$ cat src/rtl/hedios_tx_arbiter_if.sv
// Requester/TX-queue bundle for the HEDIOS TX arbiter.
// master = requester/queue side, slave = arbiter side.
interface hedios_tx_arbiter_if #(
  parameter int REQ_COUNT = 2
);
  localparam int IDX_W = $clog2(REQ_COUNT);

  logic [REQ_COUNT-1:0]       req_valid;
  logic [REQ_COUNT-1:0]       req_lock;
  logic [REQ_COUNT-1:0][7:0]  req_command;
  logic [REQ_COUNT-1:0][31:0] req_data;
  logic [REQ_COUNT-1:0]       req_ack;
  logic                       tx_full;
  logic [7:0]                 tx_command;
  logic [31:0]                tx_data;
  logic                       tx_push_packet;
  logic [IDX_W-1:0]           grant_owner;
  logic                       busy;

  modport master (
    output req_valid, req_lock, req_command, req_data, tx_full,
    input  req_ack, tx_command, tx_data, tx_push_packet, grant_owner, busy
  );

  modport slave (
    input  req_valid, req_lock, req_command, req_data, tx_full,
    output req_ack, tx_command, tx_data, tx_push_packet, grant_owner, busy
  );
endinterface

$ cat src/rtl/hedios_tx_arbiter.sv
// Round-robin arbiter with optional locked bursts feeding one serial TX queue.
// A grant captures the packet; the following PUSH cycle strobes it out and acks it.
module hedios_tx_arbiter #(
  parameter int REQ_COUNT = 2,
  parameter int MAX_BURST = 16
) (
  input  logic               clk,
  input  logic               rst,
  hedios_tx_arbiter_if.slave bus
);
  localparam int IDX_W = $clog2(REQ_COUNT);
  localparam int CNT_W = $clog2(MAX_BURST + 1);
  localparam logic [CNT_W-1:0] BURST_MAX = CNT_W'(MAX_BURST);

  typedef enum logic [1:0] {
    IDLE   = 2'd0,
    PUSH   = 2'd1,
    LOCKED = 2'd2
  } state_t;

  state_t               state_reg;
  logic [IDX_W-1:0]     rr_ptr_reg;
  logic [IDX_W-1:0]     owner_reg;
  logic [CNT_W-1:0]     burst_cnt_reg;
  logic                 lock_flag_reg;
  logic                 push_reg;
  logic [REQ_COUNT-1:0] ack_reg;
  logic [7:0]           command_reg;
  logic [31:0]          data_reg;

  logic [IDX_W-1:0]     cand_idx [REQ_COUNT];
  logic [REQ_COUNT-1:0] cand_valid;
  logic                 rr_found;
  logic [IDX_W-1:0]     rr_pick;
  logic                 grant_en;
  logic [IDX_W-1:0]     grant_idx;
  logic [IDX_W-1:0]     owner_inc;

  function automatic logic [IDX_W-1:0] wrap_inc(input logic [IDX_W-1:0] idx);
    return (int'(idx) == REQ_COUNT - 1) ? '0 : idx + IDX_W'(1);
  endfunction

  // Candidate gi is the requester gi positions after the round-robin pointer.
  generate
    for (genvar gi = 0; gi < REQ_COUNT; gi++) begin : g_cand
      assign cand_idx[gi]   = IDX_W'((int'(rr_ptr_reg) + gi) % REQ_COUNT);
      assign cand_valid[gi] = bus.req_valid[cand_idx[gi]];
    end
  endgenerate

  always_comb begin
    rr_found = 1'b0;
    rr_pick  = rr_ptr_reg;
    for (int k = REQ_COUNT - 1; k >= 0; k--) begin
      if (cand_valid[k]) begin
        rr_found = 1'b1;
        rr_pick  = cand_idx[k];
      end
    end
  end

  // A full queue freezes arbitration entirely, including lock release.
  always_comb begin
    grant_en  = 1'b0;
    grant_idx = owner_reg;
    if (!bus.tx_full) begin
      if (state_reg == IDLE) begin
        grant_en  = rr_found;
        grant_idx = rr_pick;
      end else if (state_reg == LOCKED) begin
        grant_en  = bus.req_valid[owner_reg];
      end
    end
  end

  assign owner_inc = wrap_inc(owner_reg);

  always_ff @(posedge clk) begin
    if (rst) begin
      state_reg     <= IDLE;
      rr_ptr_reg    <= '0;
      owner_reg     <= '0;
      burst_cnt_reg <= '0;
      lock_flag_reg <= 1'b0;
      push_reg      <= 1'b0;
      ack_reg       <= '0;
      command_reg   <= '0;
      data_reg      <= '0;
    end else begin
      push_reg <= 1'b0;
      ack_reg  <= '0;
      if (grant_en) begin
        state_reg     <= PUSH;
        owner_reg     <= grant_idx;
        lock_flag_reg <= bus.req_lock[grant_idx];
        command_reg   <= bus.req_command[grant_idx];
        data_reg      <= bus.req_data[grant_idx];
        push_reg      <= 1'b1;
        ack_reg       <= REQ_COUNT'(1) << grant_idx;
        if (bus.req_lock[grant_idx] && burst_cnt_reg != BURST_MAX) begin
          burst_cnt_reg <= burst_cnt_reg + CNT_W'(1);
        end
      end else begin
        case (state_reg)
          PUSH: begin
            if (!lock_flag_reg || burst_cnt_reg == BURST_MAX) begin
              state_reg     <= IDLE;
              rr_ptr_reg    <= owner_inc;
              burst_cnt_reg <= '0;
            end else begin
              state_reg  <= LOCKED;
              rr_ptr_reg <= owner_reg;
            end
          end
          LOCKED: begin
            if (!bus.tx_full && !bus.req_valid[owner_reg]) begin
              state_reg     <= IDLE;
              rr_ptr_reg    <= owner_inc;
              burst_cnt_reg <= '0;
            end
          end
          IDLE: ;
          default: state_reg <= IDLE;
        endcase
      end
    end
  end

  assign bus.tx_push_packet = push_reg;
  assign bus.req_ack        = ack_reg;
  assign bus.tx_command     = command_reg;
  assign bus.tx_data        = data_reg;
  assign bus.grant_owner    = owner_reg;
  assign bus.busy           = (state_reg != IDLE) || (|bus.req_valid);
endmodule

$ cat src/flat_wrapper.sv
// flat-port wrapper written by rule: the top's interface ports become plain ports
module hedios_tx_arbiter_flat 
#(
  parameter int REQ_COUNT = 2,
  parameter int MAX_BURST = 16
)
  (clk, rst, bus_req_valid, bus_req_lock, bus_req_command, bus_req_data, bus_tx_full, bus_req_ack, bus_tx_command, bus_tx_data, bus_tx_push_packet, bus_grant_owner, bus_busy);
  hedios_tx_arbiter_if #(.REQ_COUNT(REQ_COUNT)) bus_i ();
  input  logic clk;
  input  logic rst;
  input wire logic [$bits(bus_i.req_valid)-1:0] bus_req_valid;
  input wire logic [$bits(bus_i.req_lock)-1:0] bus_req_lock;
  input wire logic [$bits(bus_i.req_command)-1:0] bus_req_command;
  input wire logic [$bits(bus_i.req_data)-1:0] bus_req_data;
  input wire logic [$bits(bus_i.tx_full)-1:0] bus_tx_full;
  output wire logic [$bits(bus_i.req_ack)-1:0] bus_req_ack;
  output wire logic [$bits(bus_i.tx_command)-1:0] bus_tx_command;
  output wire logic [$bits(bus_i.tx_data)-1:0] bus_tx_data;
  output wire logic [$bits(bus_i.tx_push_packet)-1:0] bus_tx_push_packet;
  output wire logic [$bits(bus_i.grant_owner)-1:0] bus_grant_owner;
  output wire logic [$bits(bus_i.busy)-1:0] bus_busy;
  assign bus_i.req_valid = bus_req_valid;
  assign bus_i.req_lock = bus_req_lock;
  assign bus_i.req_command = bus_req_command;
  assign bus_i.req_data = bus_req_data;
  assign bus_i.tx_full = bus_tx_full;
  assign bus_req_ack = bus_i.req_ack;
  assign bus_tx_command = bus_i.tx_command;
  assign bus_tx_data = bus_i.tx_data;
  assign bus_tx_push_packet = bus_i.tx_push_packet;
  assign bus_grant_owner = bus_i.grant_owner;
  assign bus_busy = bus_i.busy;
  hedios_tx_arbiter #(.REQ_COUNT(REQ_COUNT), .MAX_BURST(MAX_BURST)) u_core (.clk(clk), .rst(rst), .bus(bus_i));
endmodule
$ cat config.mk
export PLATFORM = sky130hd
export DESIGN_NAME = hedios_tx_arbiter_flat
export DESIGN_NICKNAME = d
export VERILOG_FILES = /design/src/rtl/hedios_tx_arbiter_if.sv /design/src/rtl/hedios_tx_arbiter.sv /design/src/flat_wrapper.sv
export SDC_FILE = /design/constraint.sdc
export NUM_CORES = 1
export LEC_CHECK = 0
export ABC_CLOCK_PERIOD_IN_PS = 4520
export BUFFER_PORTS_ARGS = -buffer_cell sky130_fd_sc_hd__buf_2
export CAP_MARGIN = 20
export CORE_MARGIN = 1
export CORE_UTILIZATION = 49
export DETAILED_ROUTE_END_ITERATION = 7
export GPL_ROUTABILITY_DRIVEN = 0
export GPL_TIMING_DRIVEN = 0
export PLACE_DENSITY = 0.86
export SLEW_MARGIN = 20
export SYNTH_ARGS = -nofsm -noshare
export SYNTH_HDL_FRONTEND = slang
export SYNTH_SLANG_ARGS = --single-unit
$ cat constraint.sdc
create_clock -name clk -period 4.52 [get_ports clk]
set_input_delay 0.226 -clock clk [delete_from_list [all_inputs] [get_ports clk]]
set_output_delay 0.226 -clock clk [all_outputs]
set_load 0.005 [all_outputs]
# Word-level counts from Yosys, hierarchy flattened
# Cells that the tools add are included.
word_totals:
  input_bits: 87
  ff_bits: 53
  out_inout_bits: 45
  wordCells: 82
classes:
  n_bitwise: 2
  shift: 1
  eq_ne: 9
  muxes: 35
  reduce_logical: 18
  n_addsub: 3
  magnitude_cmp: 4
op_table:
  columns: ["cell", "count"]
  rows:
  - ["$mux W32", 2]
  - ["$mux W1", 22]
  - ["$mux W5", 4]
  - ["$mux W8", 2]
  - ["$pmux W5 S2", 1]
  - ["$lt A1 B2 Y1 const B", 4]
  - ["$pmux W2 S3", 1]
  - ["$reduce_or A2 Y1", 3]
  - ["$add A5 B1 Y5 const B", 1]
  - ["$eq A5 B5 Y1 const B", 1]
  - ["$ne A5 B5 Y1 const B", 1]
  - ["$mux W2", 2]
  - ["$ne A2 B2 Y1 const B", 2]
  - ["$reduce_and A2 Y1", 2]
  - ["$reduce_and A4 Y1", 1]
  - ["$reduce_bool A2 Y1", 2]
  - ["$logic_not A1 Y1", 3]
  - ["$ne A3 B1 Y1 const B", 1]
  - ["$ne A3 B2 Y1 const B", 1]
  - ["$reduce_and A3 Y1", 1]
  - ["$reduce_bool A3 Y1", 1]
  - ["$add A1 B1 Y1 const B", 2]
  - ["$eq A2 B1 Y1 const B", 1]
  - ["$eq A2 B2 Y1 const B", 1]
  - ["other kinds (7)", 10]

# Longest topological paths before layout
depth:
  depth_word: 12
  mapped_depth: 8
  mapped_depth_nobuf: 7

# Least setup slack after synthesis
# Ideal clock, no wire load.
synth_path:
  path_kind: "register -> register"
  startpoint: "register u_core.state_reg[0]"
  endpoint: "register u_core.burst_cnt_reg[2]"
  setup_time_ns: 0.072
  t_required_ns: 4.448
  path_stages_with_launch: 8
  arrival_time_ns: 1.759
  path_buffers: 0
  synth_period_minus_slack_ns: 1.831
  setup_slack_ns: 2.689
  cell_sequence: "dfxtp_1 -> inv_1 -> ha_1 -> nand2b_1 -> and2_1 -> or3b_1 -> a211oi_1 -> mux2i_1"
synth_between:
  elab_chain_cells: 8
  elab_cells_between_ends: 18
  cone_classes: "eq/ne (5); mux (9); reduce/logical (4)"
synth_lines:
  columns: ["item", "line", "rtl"]
  rows:
  - ["start, declared", "hedios_tx_arbiter.sv:21", "state_t state_reg;"]
  - ["start signal, assigned", "hedios_tx_arbiter.sv:80", "state_reg <= IDLE;"]
  - ["start signal, assigned", "hedios_tx_arbiter.sv:93", "state_reg <= PUSH;"]
  - ["start signal, assigned", "hedios_tx_arbiter.sv:107", "state_reg <= IDLE;"]
  - ["$logic_not A2 Y1", "hedios_tx_arbiter.sv:67", "if (state_reg == IDLE) begin"]
  - ["$mux W1", "hedios_tx_arbiter.sv:67", null]
  - ["$mux W1", "hedios_tx_arbiter.sv:66", "if (!bus.tx_full) begin"]
  - ["$mux W1 (implied by the code) (2 in series)", "hedios_tx_arbiter.sv:100", "if (bus.req_lock[grant_idx] && burst_cnt_reg != BURST_MAX) begin"]
  - ["$logic_and A1 B1 Y1", "hedios_tx_arbiter.sv:100", null]
  - ["$ne A2 B2 Y1 (no line)", null, null]
  - ["$reduce_and A4 Y1 (no line)", null, null]
  - ["end signal, assigned", "hedios_tx_arbiter.sv:101", "burst_cnt_reg <= burst_cnt_reg + CNT_W'(1);"]
  - ["end, declared", "hedios_tx_arbiter.sv:24", "logic [CNT_W-1:0] burst_cnt_reg;"]
# Several ways; a longest one is shown, not always the timed one. The select of a mux whose other input is x is not followed.
# A chain may end at the register's enable or synchronous reset.

# Final worst setup path
layout_path:
  startpoint: "register u_core.state_reg[0]"
  endpoint: "register u_core.burst_cnt_reg[3]"
# The elaborated chain is that of the path after synthesis.

==> key figures <==
Run status
  – Run status: completed

Global route
  – Initial antenna violation count: 0
  – Vias in the first global route: 2,209
  – First-pass GRT wire length: 9870 um
  – Largest net degree at the start of global routing: 16
  – Total grt overflow: 0
  – All-Layer GR Usage: 23.7%

STA
  – RSZ-0062 raised after global routing: false
  – Worst relative slew slack: 66.6%
  – Hold Fails Final Rpt: 0
  – Worst slew pin tran: 0.502 ns
  – Period utilization: 46.7%
  – Post-route minimum period: 2.11 ns
  – Min Hold Slack: 0.247 ns
  – Final setup fails: 0
  – Slew Limit Fails: 0
  – Setup tns final: 0 ns
  – Clock Skew: 0.00400 ns
  – Achievable frequency: 0.473 GHz

Die
  – Die ar.: 0.00548 mm2
  – Core region area: 0.00485 mm2
  – DIE WIDTH: 74.0 um
  – Num rows: 25
  – Initial core utilization: 52.4%
  – Die Y: 74.0 um
  – Io pins: 132

Worst setup path
  – Setup slack, reg-to-reg: 2.41 ns
  – Reg-to-Reg End: u_core.burst_cnt_reg[3]
  – Worst Reg2Reg Path Length in Cells: 7
  – Critical path fanouts, max: 5
  – CP Launch Point: u_core.state_reg[0]
  – CP required: 4.76 ns
  – Worst reg2reg path startpoint: u_core.state_reg[0]
  – CP Class: reg -> reg
  – WP data arrival: 2.35 ns
  – CP endpoint kind: register
  – Critical Path Start Type: register

Power
  – Worst vdd ir: 0.000242 V
  – PD cells: 342 mW/mm2
  – Leak: 0.00176 uW

Synthesis
  – Mean Syn Cell Area: 9.38 um2
  – Synthesized net count: 363
  – Cells after Synth: 271
  – Post-synth top area cell: dfxtp_1
  – Share of the synthesized area in the top cell type: 41.7%
  – Count of yosys warnings during synthesis: 0
  – Mapped cell area: 0.00254 mm2
  – Synth unique cells: 32
  – Synthesized flop and latch total: 53
  – Synth top area cells: dfxtp_1, mux2i_1, a211oi_1, nor2_1, ha_1
  – Sequential area share after synthesis: 41.7%

Drt
  – Initial DRC Count: 128
  – Avg Vias per Cell: 5.11
  – Final WL: 6280 um
  – Routed wire per std cell: 13.2 um
  – Via count: 2,439
  – 1st-pass router iterations: 4
  – DRC: 0
  – Routed Antenna Nets: 0

Cells and area
  – Largest register FFs: 32
  – Final Net Count: 501
  – Synthesis-to-layout area growth: 33.7%
  – Antenna diodes: 0
  – Design Area, Final: 0.00340 mm2
  – Layout cells sized above 1: 38.0%
  – Commonest non-fill, non-tap cells in the layout: buf_2, dfxtp_1, nor2_1
  – Commonest non-fill, non-tap cell in the layout: buf_2

Place
  – DP Area: 0.00328 mm2
  – Final HPWL DP: 4820 um
  – Input/output buffers: 131

Clocking
  – Post-CTS Hold Buffers: 0
  – Max H-tree Level: 2
  – Clock sinks: 53
  – CTS tree: yes
  – Skew-Pair Late Insertion Delay: 0.30 ns
  – Bufs on Longest Clock Path: 2
  – # Post-CTS Setup Buffers: 0
  – Clock root buffer master: clkbuf_8
  – Clk slew on worst S/H paths: 0.09 ns
  – Num CTS Buffers: 5
  – Post-cts sizing count: 0

Hold path
  – HP Class: in -> reg
  – Worst Hold Depth: 3
  – Min-delay src: bus_req_data[62]
  – Hold Path Sink: u_core.bus.tx_data[30]

Flow run
  – Max Cap Violations: 0
per-layer routing:
layer | global-route usage [%] | vias up | wire length, um
met5 | 0 | - | 0
met3 | 5.42 | 6 | 335
met2 | 41.0 | 96 | 3160
li1 | - | 1242 | -
met4 | 7.05 | 0 | 71
met1 | 29.2 | 1095 | 2720
worst max-delay path, cell delays in order (launching register included):
cell,delay [ns]
dfxtp_1,0.33
inv_1,0.10
ha_1,0.24
nand2b_1,0.11
and2_1,0.21
or3b_1,0.48
a211oi_1,0.36
mux2i_1,0.21
layout make-up:
cell class | instances | area [um2]
buffer | 21 | 113
timing repair buffer | 131 | 656
multi-input combinational | 192 | 1350
clock buffer | 7 | 86.3
fill | 375 | 1450
sequential | 53 | 1060
tap | 67 | 83.8
clock inverter | 1 | 30.0
inverter | 5 | 18.8
kinds of logic (layout without fill, tap and decap cells):
kind of cell	after synthesis	count (layout)	share of synthesized area, %
xor gates and xnor gates	1	1	0.345
AOI/OAI and AO/OA	60	60	17.3
and+or+nand+nor	78	78	14.1
buffers and inverters	26	165	5.17
muxes	48	48	18.9
adders and majority gates	5	5	2.46
DFF	53	53	41.7
cells in the mapped netlist:
library cell and instances:
a211oi_1 45, a211oi_2 1, a211oi_4 1, a21oi_1 1
a311oi_1 1, and2_1 2, and3_1 1, buf_2 9
buf_4 4, buf_6 1, clkbuf_1 7, dfxtp_1 53
ha_1 5, inv_1 5, mux2_2 1, mux2i_1 47
nand2_1 4, nand2b_1 1, nand3_1 2, nand3b_1 2
nand4_1 1, nand4bb_1 1, nor2_1 51, nor2_2 1
nor2b_1 6, nor3_1 2, nor4_1 1, o21ai_0 10
o21ai_1 1, or3_1 1, or3b_1 2, xor2_1 1
power breakdown:
group | leakage, uW | internal (uW) | switching (uW) | total [uW]
clock | 0.0000585 | 181 | 147 | 328
sequential | 0.000438 | 514 | 24.8 | 539
combinational | 0.00127 | 143 | 151 | 295
total | 0.00176 | 838 | 324 | 1160
worst max-delay path by stage:
stage,slack (ns),end,cells after the start
floorplan,2.69,u_core.burst_cnt_reg[2],7
detailed placement,2.44,u_core.burst_cnt_reg[3],7
global route,2.21,u_core.bus.tx_data[17],8
CTS,2.42,u_core.burst_cnt_reg[3],7
finish,2.41,u_core.burst_cnt_reg[3],7
global placement,2.52,u_core.bus.tx_data[24],8
stage by stage:
stage,power [uW],instances,utilization [%],setup slack (ns)
floorplan,726,271,-,2.69
global placement,837,469,67.7,2.52
detailed placement,846,469,67.7,2.44
CTS,1170,477,70.1,2.42
global route,1230,477,70.1,2.21
finish,1160,477,70.1,2.41
(Power assumes the default switching activity.)
